<file path="config.mk">
export PLATFORM = sky130hd
export DESIGN_NAME = switch_route_compute
export DESIGN_NICKNAME = d
export VERILOG_FILES = /design/src/rtl/switch_route_compute.sv
export SDC_FILE = /design/constraint.sdc
export NUM_CORES = 1
export LEC_CHECK = 0
export BUFFER_PORTS_ARGS = -buffer_cell sky130_fd_sc_hd__buf_2
export CAP_MARGIN = 10
export CELL_PAD_IN_SITES_DETAIL_PLACEMENT = 1
export CELL_PAD_IN_SITES_GLOBAL_PLACEMENT = 1
export CORE_MARGIN = 2
export CORE_UTILIZATION = 25
export DETAILED_ROUTE_END_ITERATION = 10
export PLACE_DENSITY_LB_ADDON = 0.1
export RECOVER_POWER = 25
export SLEW_MARGIN = 20
export SYNTH_ARGS = -nofsm -noshare
export SYNTH_HDL_FRONTEND = slang
export SYNTH_SLANG_ARGS = --single-unit
</file>
<file path="constraint.sdc">
create_clock -name clk -period 2.8 [get_ports clk]
set_input_delay 0.14 -clock clk [delete_from_list [all_inputs] [get_ports clk]]
set_output_delay 0.14 -clock clk [all_outputs]
set_load 0.1 [all_outputs]
</file>
<file path="src/rtl/switch_route_compute.sv">
// Route-computation stage between the input VC buffers and the switch allocator.
// Each lane resolves head flits against route_lut, promotes the VC across the
// dateline, and holds the route for the body flits of the same packet.
// The package holds the flit and LUT entry layouts, which are shared with the
// surrounding switch.

package switch_route_pkg;

    localparam int DEST_W     = 4;
    localparam int LEN_W      = 8;
    localparam int VC_W       = 2;
    localparam int DATA_W     = 16;
    localparam int LUT_PORT_W = 3;

    typedef struct packed {
        logic [DEST_W-1:0] dest;
        logic [LEN_W-1:0]  length;
        logic [VC_W-1:0]   vc;
        logic [DATA_W-1:0] data;
    } flit_t;

    typedef struct packed {
        logic                  valid;
        logic [DEST_W-1:0]     dest;
        logic [LUT_PORT_W-1:0] port;
    } route_lut_t;

endpackage

// Lane state table (one instance per buffer)
//   state   | meaning
//   ST_HEAD | next accepted flit is a head; look it up in route_lut
//   ST_BODY | r_remaining body flits still to come; reuse the latched route
module switch_route_compute
    import switch_route_pkg::*;
#(
    parameter  int NUM_BUFFERS  = 5,
    parameter  int NUM_OUTPORTS = 5,
    parameter  int TOTAL_NODES  = 4,
    parameter  int TABLE_SIZE   = 8,
    localparam int PORT_W       = $clog2(NUM_OUTPORTS)
) (
    input  logic                    clk,
    input  logic                    n_rst,
    input  flit_t                   in_flit    [NUM_BUFFERS],
    input  logic [NUM_BUFFERS-1:0]  in_valid,
    output logic [NUM_BUFFERS-1:0]  in_ready,
    input  route_lut_t              route_lut  [TABLE_SIZE],
    input  logic [NUM_OUTPORTS-1:0] dateline,
    output flit_t                   out_flit   [NUM_BUFFERS],
    output logic [PORT_W-1:0]       out_port   [NUM_BUFFERS],
    output logic [NUM_BUFFERS-1:0]  out_valid,
    input  logic [NUM_BUFFERS-1:0]  out_ready,
    output logic [NUM_BUFFERS-1:0]  route_miss
);

    // Node IDs must fit the flit dest field and ports must fit the LUT port field.
    generate
        if (TOTAL_NODES > (1 << DEST_W) || PORT_W > LUT_PORT_W) begin : g_param_check
            $error("switch_route_compute: parameters do not fit the flit/LUT field widths");
        end
    endgenerate

    localparam int DL_W = 1 << PORT_W;

    typedef enum logic {
        ST_HEAD = 1'b0,
        ST_BODY = 1'b1
    } lane_state_t;

    lane_state_t            r_state          [NUM_BUFFERS];
    lane_state_t            w_state_nxt      [NUM_BUFFERS];
    logic [LEN_W-1:0]       r_remaining      [NUM_BUFFERS];
    logic [LEN_W-1:0]       w_remaining_nxt  [NUM_BUFFERS];
    logic [PORT_W-1:0]      r_route_port     [NUM_BUFFERS];
    logic [PORT_W-1:0]      w_route_port_nxt [NUM_BUFFERS];
    logic [VC_W-1:0]        r_route_vc       [NUM_BUFFERS];
    logic [VC_W-1:0]        w_route_vc_nxt   [NUM_BUFFERS];

    logic [NUM_BUFFERS-1:0] w_xfer;
    logic [NUM_BUFFERS-1:0] w_hit;
    logic [NUM_BUFFERS-1:0] w_miss_set;
    logic [PORT_W-1:0]      w_lut_port       [NUM_BUFFERS];
    logic [VC_W-1:0]        w_head_vc        [NUM_BUFFERS];
    logic [PORT_W-1:0]      w_port_sel       [NUM_BUFFERS];
    logic [VC_W-1:0]        w_vc_sel         [NUM_BUFFERS];
    flit_t                  w_flit_out       [NUM_BUFFERS];
    logic [DL_W-1:0]        w_dateline_ext;

    // Ready depends only on the output register state and the allocator's ready.
    assign in_ready = ~out_valid | out_ready;
    assign w_xfer   = in_valid & in_ready;

    // Table lookup for the flit at each buffer head; scanning downward lets the
    // lowest matching index overwrite any higher match.
    always_comb begin
        w_dateline_ext                 = '0;
        w_dateline_ext[NUM_OUTPORTS-1:0] = dateline;
        w_hit                          = '0;
        for (int i = 0; i < NUM_BUFFERS; i++) begin
            w_lut_port[i] = '0;
            for (int j = TABLE_SIZE - 1; j >= 0; j--) begin
                if (route_lut[j].valid && (route_lut[j].dest == in_flit[i].dest)) begin
                    w_hit[i]      = 1'b1;
                    w_lut_port[i] = route_lut[j].port[PORT_W-1:0];
                end
            end
            // Ports beyond NUM_OUTPORTS see a zero dateline bit via the padding.
            w_head_vc[i] = w_dateline_ext[w_lut_port[i]] ? VC_W'(1) : in_flit[i].vc;
        end
    end

    // Lane next-state, route latch and output flit selection.
    always_comb begin
        w_miss_set = '0;
        for (int i = 0; i < NUM_BUFFERS; i++) begin
            w_state_nxt[i]      = r_state[i];
            w_remaining_nxt[i]  = r_remaining[i];
            w_route_port_nxt[i] = r_route_port[i];
            w_route_vc_nxt[i]   = r_route_vc[i];
            w_port_sel[i]       = r_route_port[i];
            w_vc_sel[i]         = r_route_vc[i];

            case (r_state[i])
                ST_HEAD: begin
                    w_port_sel[i] = w_lut_port[i];
                    w_vc_sel[i]   = w_head_vc[i];
                    if (w_xfer[i]) begin
                        w_route_port_nxt[i] = w_lut_port[i];
                        w_route_vc_nxt[i]   = w_head_vc[i];
                        w_miss_set[i]       = ~w_hit[i];
                        if (in_flit[i].length != '0) begin
                            w_state_nxt[i]     = ST_BODY;
                            w_remaining_nxt[i] = in_flit[i].length;
                        end
                    end
                end
                ST_BODY: begin
                    if (w_xfer[i]) begin
                        if (r_remaining[i] != '0) begin
                            w_remaining_nxt[i] = r_remaining[i] - 1'b1;
                        end
                        if (r_remaining[i] <= LEN_W'(1)) begin
                            w_state_nxt[i] = ST_HEAD;
                        end
                    end
                end
                default: begin
                    w_state_nxt[i] = ST_HEAD;
                end
            endcase

            w_flit_out[i]    = in_flit[i];
            w_flit_out[i].vc = w_vc_sel[i];
        end
    end

    // Lane state and latched route registers.
    always_ff @(posedge clk or negedge n_rst) begin
        if (!n_rst) begin
            for (int i = 0; i < NUM_BUFFERS; i++) begin
                r_state[i]      <= ST_HEAD;
                r_remaining[i]  <= '0;
                r_route_port[i] <= '0;
                r_route_vc[i]   <= '0;
            end
        end else begin
            for (int i = 0; i < NUM_BUFFERS; i++) begin
                r_state[i]      <= w_state_nxt[i];
                r_remaining[i]  <= w_remaining_nxt[i];
                r_route_port[i] <= w_route_port_nxt[i];
                r_route_vc[i]   <= w_route_vc_nxt[i];
            end
        end
    end

    // Output register per lane: load on transfer, drain on ready, sticky miss flag.
    always_ff @(posedge clk or negedge n_rst) begin
        if (!n_rst) begin
            out_valid  <= '0;
            route_miss <= '0;
            for (int i = 0; i < NUM_BUFFERS; i++) begin
                out_flit[i] <= '0;
                out_port[i] <= '0;
            end
        end else begin
            route_miss <= route_miss | w_miss_set;
            for (int i = 0; i < NUM_BUFFERS; i++) begin
                if (w_xfer[i]) begin
                    out_flit[i]  <= w_flit_out[i];
                    out_port[i]  <= w_port_sel[i];
                    out_valid[i] <= 1'b1;
                end else if (out_ready[i]) begin
                    out_valid[i] <= 1'b0;
                end
            end
        end
    end

endmodule

</file>
==> results of run 1 <==
[through the flow]
step | setup WS [ps] | std cells
6_report | 185.5 | 3006
5_1_grt | 73.05 | 3004
4_1_cts | 255.2 | 2998
3_5_place_dp | -326.3 | 2791
3_3_place_gp | -266.5 | 2791
2_1_floorplan | -43.51 | 1582
[per-layer routing]
metal / global-route usage [%] / vias up / share of wire, %
met5: 0 / - / 0.023
met1: 27.64 / 7152 / 45
met2: 33.87 / 327 / 48
met4: 6.406 / 2 / 2.3
li1: - / 6848 / -
met3: 3.128 / 76 / 4.5
[cell usage in the layout, fill, tap and decap left out, types with 7 or more instances in the layout]
cell           instances
buf_2                410
nor2_1                62
clkbuf_16             35
nand4_1               16
o22ai_1               37
o31ai_1               11
clkbuf_1              11
nand2_1              291
buf_12                 9
or3_1                  7
and2_1                12
nand2b_1              15
clkbuf_8              10
nor3_1                44
nand3_1               60
nor4_1                26
mux2_2                88
a211oi_1               9
a21oi_1               73
inv_1                 45
o311ai_0               7
a31o_2                 7
mux2i_1               18
dfrtp_1              243
diode_2                8
ha_1                  10
or2_2                  8
buf_4                138
xor2_1                90
o21ai_0               87
and3_1                14
xnor2_1               66
o211ai_1              10
dlygate4sd3_1        145
[layout make-up]
cell class                 instances  area [µm²]  area share (%)
multi-input combinational       1186        7591           36.58
antenna                            8       20.02         0.09648
sequential                       245        6133           29.56
tap                              756       945.9           4.559
clock buffer                      55        1051           5.065
clock inverter                     7       111.4          0.5367
inverter                          45       168.9          0.8140
timing repair buffer             704        4728           22.79
[flip-flops by register name, indices dropped and copies added, names as in the netlist]
register and count:
out_flit 150, r_remaining 40, out_port 15, r_route_port 15, r_route_vc 10, out_valid 5
r_state 5, route_miss 5
[power breakdown]
group          internal, mW  switching (mW)
Sequential             4.45           0.679
Clock                  2.77            1.72
Combinational          2.09            6.03
Total                  9.31            8.43
[kinds of logic (layout without fill, tap and decap cells)]
group | count (synthesis) | count (layout) | share of synthesized area (%)
compound gates | 323 | 323 | 14.83
other cells | 0 | 8 | 0
flops | 245 | 245 | 42.80
buf+inv | 151 | 811 | 4.429
xor+xnor | 157 | 157 | 9.652
simple gates | 590 | 590 | 19.23
mux | 106 | 106 | 8.176
fa+ha+maj | 10 | 10 | 0.8735
[worst paths after layout]
check,startpoint,end,slack (ps),cells after the start
max in group asynchronous,n_rst,out_flit[72],620,3
worst max-delay path,in_flit[118],r_route_vc[6],190,11
worst max register to register,r_remaining[32],r_remaining[34],520,9
worst min-delay path,in_flit[86],out_flit[86],40,4
min in group asynchronous,n_rst,out_flit[28],810,2
worst min register to register,route_miss[0],route_miss[0],450,1
[worst max-delay path, cell delays in order]
cell	delay (ps)
buf_2	180
xor2_1	160
nor4_1	620
nand2_1	170
buf_4	200
a221oi_1	400
buf_4	190
o31ai_1	70
or4_1	550
nor3b_1	190
a22oi_1	190
[timing repair]
item / in CTS / in global routing
endpoints found under the hold margin: 261 / 0
setup endpoints to repair: 0 / 0
gates resized for setup: 0 / 0
buffers inserted: 0 / 0
hold buffers: 145 / 0
==> flow_metrics.py, run 1 <==
metrics = {
    "run_status": {
        "outcome": "complete, but fails checks",
        "violations": "capacitance limit, slew limit",
    },
    "power": {
        "cellLeakagePower_nw": 9.672,
        "pwr_density_cell_nw_per_um2": 855.0,
        "total_power_mw": 17.74,
        "ir_drop_mv": 0.4350,
    },
    "clocking": {
        "clockBufferDepth": 3,
        "cts-root-buf": "clkbuf_16",
        "htreeDepth": 2,
        "cts_buffers": 34,
        "cts.sinks": 245,
        "cts_tree": "built",
        "clk_pin_slew_ps": 60,
        "clock_latency_ps": 540,
    },
    "finish": {
        "fillers": 6629,
        "final_util_pct": 36.73,
        "final_nets": 2457,
        "area_growth_pct": 44.86,
        "fin_area_um2": 20750,
        "drive_gt1_share_pct": 32.87,
    },
    "synth": {
        "synth_flop_cell": "dfrtp_1",
        "synth_top_area_cell": "dfrtp_1",
        "yosys-top-cells-count": "nand2_1, dfrtp_1, xor2_1, mux2_2, o21ai_0",
        "postSynthCellCount": 1582,
        "ys_seq_area_share_pct": 42.80,
        "synth_top_area_share_pct": 42.80,
        "netlist_top_cells_area": "dfrtp_1, nand2_1, mux2_2",
        "synth_edf_count": 0,
        "avgSynthCellArea_um2": 9.054,
        "netlist_area_um2": 14320,
        "ys_ff_latch": 245,
        "synth_cell_types": 81,
        "synth_most_common_cell": "nand2_1",
        "yosysWarnings": 0,
        "synthArstFlopShare_pct": 100.0,
        "synth_nets": 1823,
    },
    "floorplanning": {
        "dieArea_um2": 59230,
        "start_util_pct": 25.35,
        "core_area_um2": 56500,
        "fp.dieH_um": 243.4,
        "rows": 87,
        "dieWidth_um": 243.4,
        "io_pins": 411,
    },
    "grt": {
        "grt_pass1_wl_um": 94270,
        "grt_start_max_net_pins": 83,
        "grt_pass1_vias": 15320,
        "gr-total-overflow": 0,
        "grt_antenna_before_repair": 12,
        "grt_usage_pct": 20.55,
    },
    "routing": {
        "vias": 14410,
        "drtAntennaViolNets": 0,
        "first_pass_iters": 5,
        "wl_um": 61630,
        "avgViaCountPerCell": 4.792,
        "drc": 0,
        "avgRoutedWirePerCell_um": 20.50,
        "first_iter_violations": 646,
    },
    "timing": {
        "slew_violations": 79,
        "setup_viol": 0,
        "slew_headroom_pct": -47.92,
        "skew_ps": 16.34,
        "period_share_pct": 93.37,
        "rsz0062_at_grt": "no",
        "fin_setup_tns_ps": 0,
        "worstMarginPinSlew_ps": 2219,
        "fmax_mhz": 382.5,
        "period_minus_slack_ps": 2614,
        "hold_ws_ps": 40.02,
        "hold_viol_final": 0,
    },
    "flow_run": {
        "cap_violations": 1,
    },
    "worst_setup_path": {
        "required_ps": 3240,
        "start_kind": "input port",
        "cp_data_arrival_time_ps": 3060,
        "cp_max_fo": 7,
        "endpoint_kind": "flip-flop",
        "path_class": "input port to flip-flop",
    },
    "placed_design": {
        "gp_congestion": 0.9067,
        "postPlaceCellArea_um2": 18130,
        "port_buffers": 410,
        "hpwl_um": 47280,
    },
    "worst_hold_path": {
        "min_path_type": "input port to flip-flop",
    },
}
No activity file was read; power rests on OpenSTA's default activity.
==> inputs of run 2 (changes only) <==
--- a/config.mk
+++ b/config.mk
@@ -10,7 +10,7 @@
 export CELL_PAD_IN_SITES_DETAIL_PLACEMENT = 1
 export CELL_PAD_IN_SITES_GLOBAL_PLACEMENT = 1
 export CORE_MARGIN = 2
-export CORE_UTILIZATION = 25
+export CORE_UTILIZATION = 42
 export DETAILED_ROUTE_END_ITERATION = 10
 export PLACE_DENSITY_LB_ADDON = 0.1
 export RECOVER_POWER = 25
==> constraint.sdc (replaced) <==
create_clock -name clk -period 3.3 [get_ports clk]
set_input_delay 0.165 -clock clk [delete_from_list [all_inputs] [get_ports clk]]
set_output_delay 0.165 -clock clk [all_outputs]
set_load 0.1 [all_outputs]
==> run 2 against run 1 <==
The run still ends with capacitance limit, slew limit left. Highest routed layer unchanged. Critical path type unchanged. Non-clock buffer count decreased by 120. Final area decreased by 7.7%. Sequential share of layout area increased by 2.4 points. Wire length decreased by 5.3%. Clock power decreased by 27%. Setup slack improved by 420 ps. Largest power group unchanged. Largest cell class unchanged.
==> flow_metrics.py, run 2 (synthesized netlist as in run 1, its figures left out) <==
metrics = {
    "run_status": {
        "outcome": "complete, but fails checks",
        "violations": "capacitance limit, slew limit",
    },
    "placed_design": {
        "postPlaceCellArea_um2": 16770,
        "dp_slack_ps": 114.6,
        "place_inst": 2368,
        "port_buffers": 410,
        "hpwl_um": 39420,
        "gp_congestion": 1.004,
    },
    "grt": {
        "grt_pass1_wl_um": 90170,
        "met2_usage_pct": 54.21,
        "grt_usage_pct": 32.25,
        "busiest_layer": "met2",
        "use_met3_pct": 6.221,
        "grt_antenna_before_repair": 16,
        "gr-total-overflow": 0,
        "grt_start_max_net_pins": 102,
        "met1_usage_pct": 41.45,
        "grt_pass1_vias": 15400,
    },
    "worst_setup_path": {
        "cp_data_arrival_time_ps": 3120,
        "required_ps": 3720,
        "cpPeakStageDelay_ps": 580,
        "critPathBufInv": 1,
        "path_class": "input port to flip-flop",
        "crit_chain": "buf_2, xor2_2, nor4_4, a32oi_1, a2111oi_2, nor2_1, o31a_1, o221a_1, a211o_1, a32o_1",
        "cp_max_fo": 9,
        "endpoint_kind": "flip-flop",
        "slowest_stage": "a2111oi_2",
        "path_delay_family": "compound AO/OA/AOI/OAI gates",
        "start_kind": "input port",
    },
    "routing": {
        "first_iter_violations": 792,
        "avgRoutedWirePerCell_um": 22.69,
        "vias": 14490,
        "drtAntennaViolNets": 0,
        "wl_um": 58380,
        "drc": 0,
        "first_pass_iters": 4,
        "avgViaCountPerCell": 5.630,
    },
    "timing": {
        "rsz0062_at_grt": "no",
        "slew_violations": 100,
        "skew_ps": 7.269,
        "fmax_mhz": 370.6,
        "worstMarginPinSlew_ps": 2508,
        "hold_ws_ps": 14.10,
        "period_minus_slack_ps": 2698,
        "slew_headroom_pct": -67.23,
        "fin_setup_tns_ps": 0,
        "period_share_pct": 81.77,
        "hold_viol_final": 0,
        "setup_viol": 0,
        "fin_ws_ps": 601.7,
    },
    "flow_run": {
        "cap_violations": 1,
    },
    "finish": {
        "fin_area_um2": 19160,
        "fillers": 3958,
        "layout_common_cells": "buf_2, nand2_1, dfrtp_1",
        "largest_register_ffs": 150,
        "largestRegisters": "out_flit x150, r_remaining x40",
        "final_util_pct": 57.14,
        "stdcell_count": 2573,
        "final_common_cell": "buf_2",
        "seqCellArea_um2": 6131,
        "area_growth_pct": 33.77,
        "drive_gt1_share_pct": 28.92,
        "final_nets": 2330,
        "top_register": "out_flit",
        "multi_input_area_um2": 7569,
    },
    "floorplanning": {
        "rows": 67,
        "dieArea_um2": 35600,
        "dieWidth_um": 188.7,
        "fp.dieH_um": 188.7,
        "io_pins": 411,
        "core_area_um2": 33530,
        "start_util_pct": 42.72,
    },
    "clocking": {
        "cts.sinks": 245,
        "clk_pin_slew_ps": 60,
        "clock_latency_ps": 540,
        "post_cts_buffers": 0,
        "cts_buffers": 27,
        "cts-root-buf": "clkbuf_16",
        "cts_resized": 0,
        "cts_tree": "built",
        "clockBufferDepth": 3,
        "htreeDepth": 1,
        "postCtsHoldBufs": 140,
    },
    "power": {
        "pwr_density_cell_nw_per_um2": 753.4,
        "p_int_mw": 7.412,
        "ir_drop_mv": 0.5089,
        "pwr-share-seq_pct": 30.5,
        "total_power_mw": 14.43,
        "p_clk_share_pct": 22.8,
        "cellLeakagePower_nw": 8.956,
        "switching_share_pct": 48.65,
        "p_comb_share_pct": 46.7,
        "p_sw_mw": 7.023,
    },
    "worst_hold_path": {
        "min_path_type": "input port to flip-flop",
    },
}
[run 2: worst reg2reg max path, delay by kind of cell (launching register included)]
kind / cells / cell delay (ps)
compound gates: 2 / 390
flops: 1 / 390
simple gates: 6 / 1650
[run 2: power groups by stage]
stage               logic, mW  clock network [mW]  registers [mW]
finish                   6.75                3.29            4.40
global route             7.17                3.45            4.50
CTS                      6.66                3.30            4.36
detailed placement       6.50                   0            4.41
global placement         6.38                   0            4.35
floorplan                2.26                   0            7.16
[run 2: cell type report]
| class | count | area share [%] |
|---|---|---|
| multi-input cells | 1186 | 39.50 |
| flip-flops and latches | 245 | 32.00 |
| clock buffers | 40 | 4.251 |
| clock inverters | 9 | 0.7705 |
| repair buffers | 584 | 19.47 |
| inverters | 45 | 0.8815 |
| well taps | 448 | 2.925 |
| diodes | 16 | 0.2090 |
[run 2: per-layer routing]
layer | wire (µm) | share of wire [%]
met1 | 24200 | 41
met2 | 28140 | 48
met3 | 4149 | 7.1
met4 | 1852 | 3.2
met5 | 33 | 0.057
[run 2: final timing paths]
| path | end | slack, ps | cells after the start | from |
|---|---|---|---|---|
| worst max-delay path | r_route_vc[3] | 600 | 10 | in_flit[58] |
| worst min-delay path | out_flit[87] | 10 | 3 | in_flit[87] |
| worst max register to register | r_remaining[38] | 740 | 8 | out_valid[0] |
| worst min register to register | route_miss[0] | 460 | 1 | route_miss[0] |
| max in group asynchronous | r_route_vc[4] | 840 | 2 | n_rst |
| min in group asynchronous | out_valid[3] | 960 | 2 | n_rst |
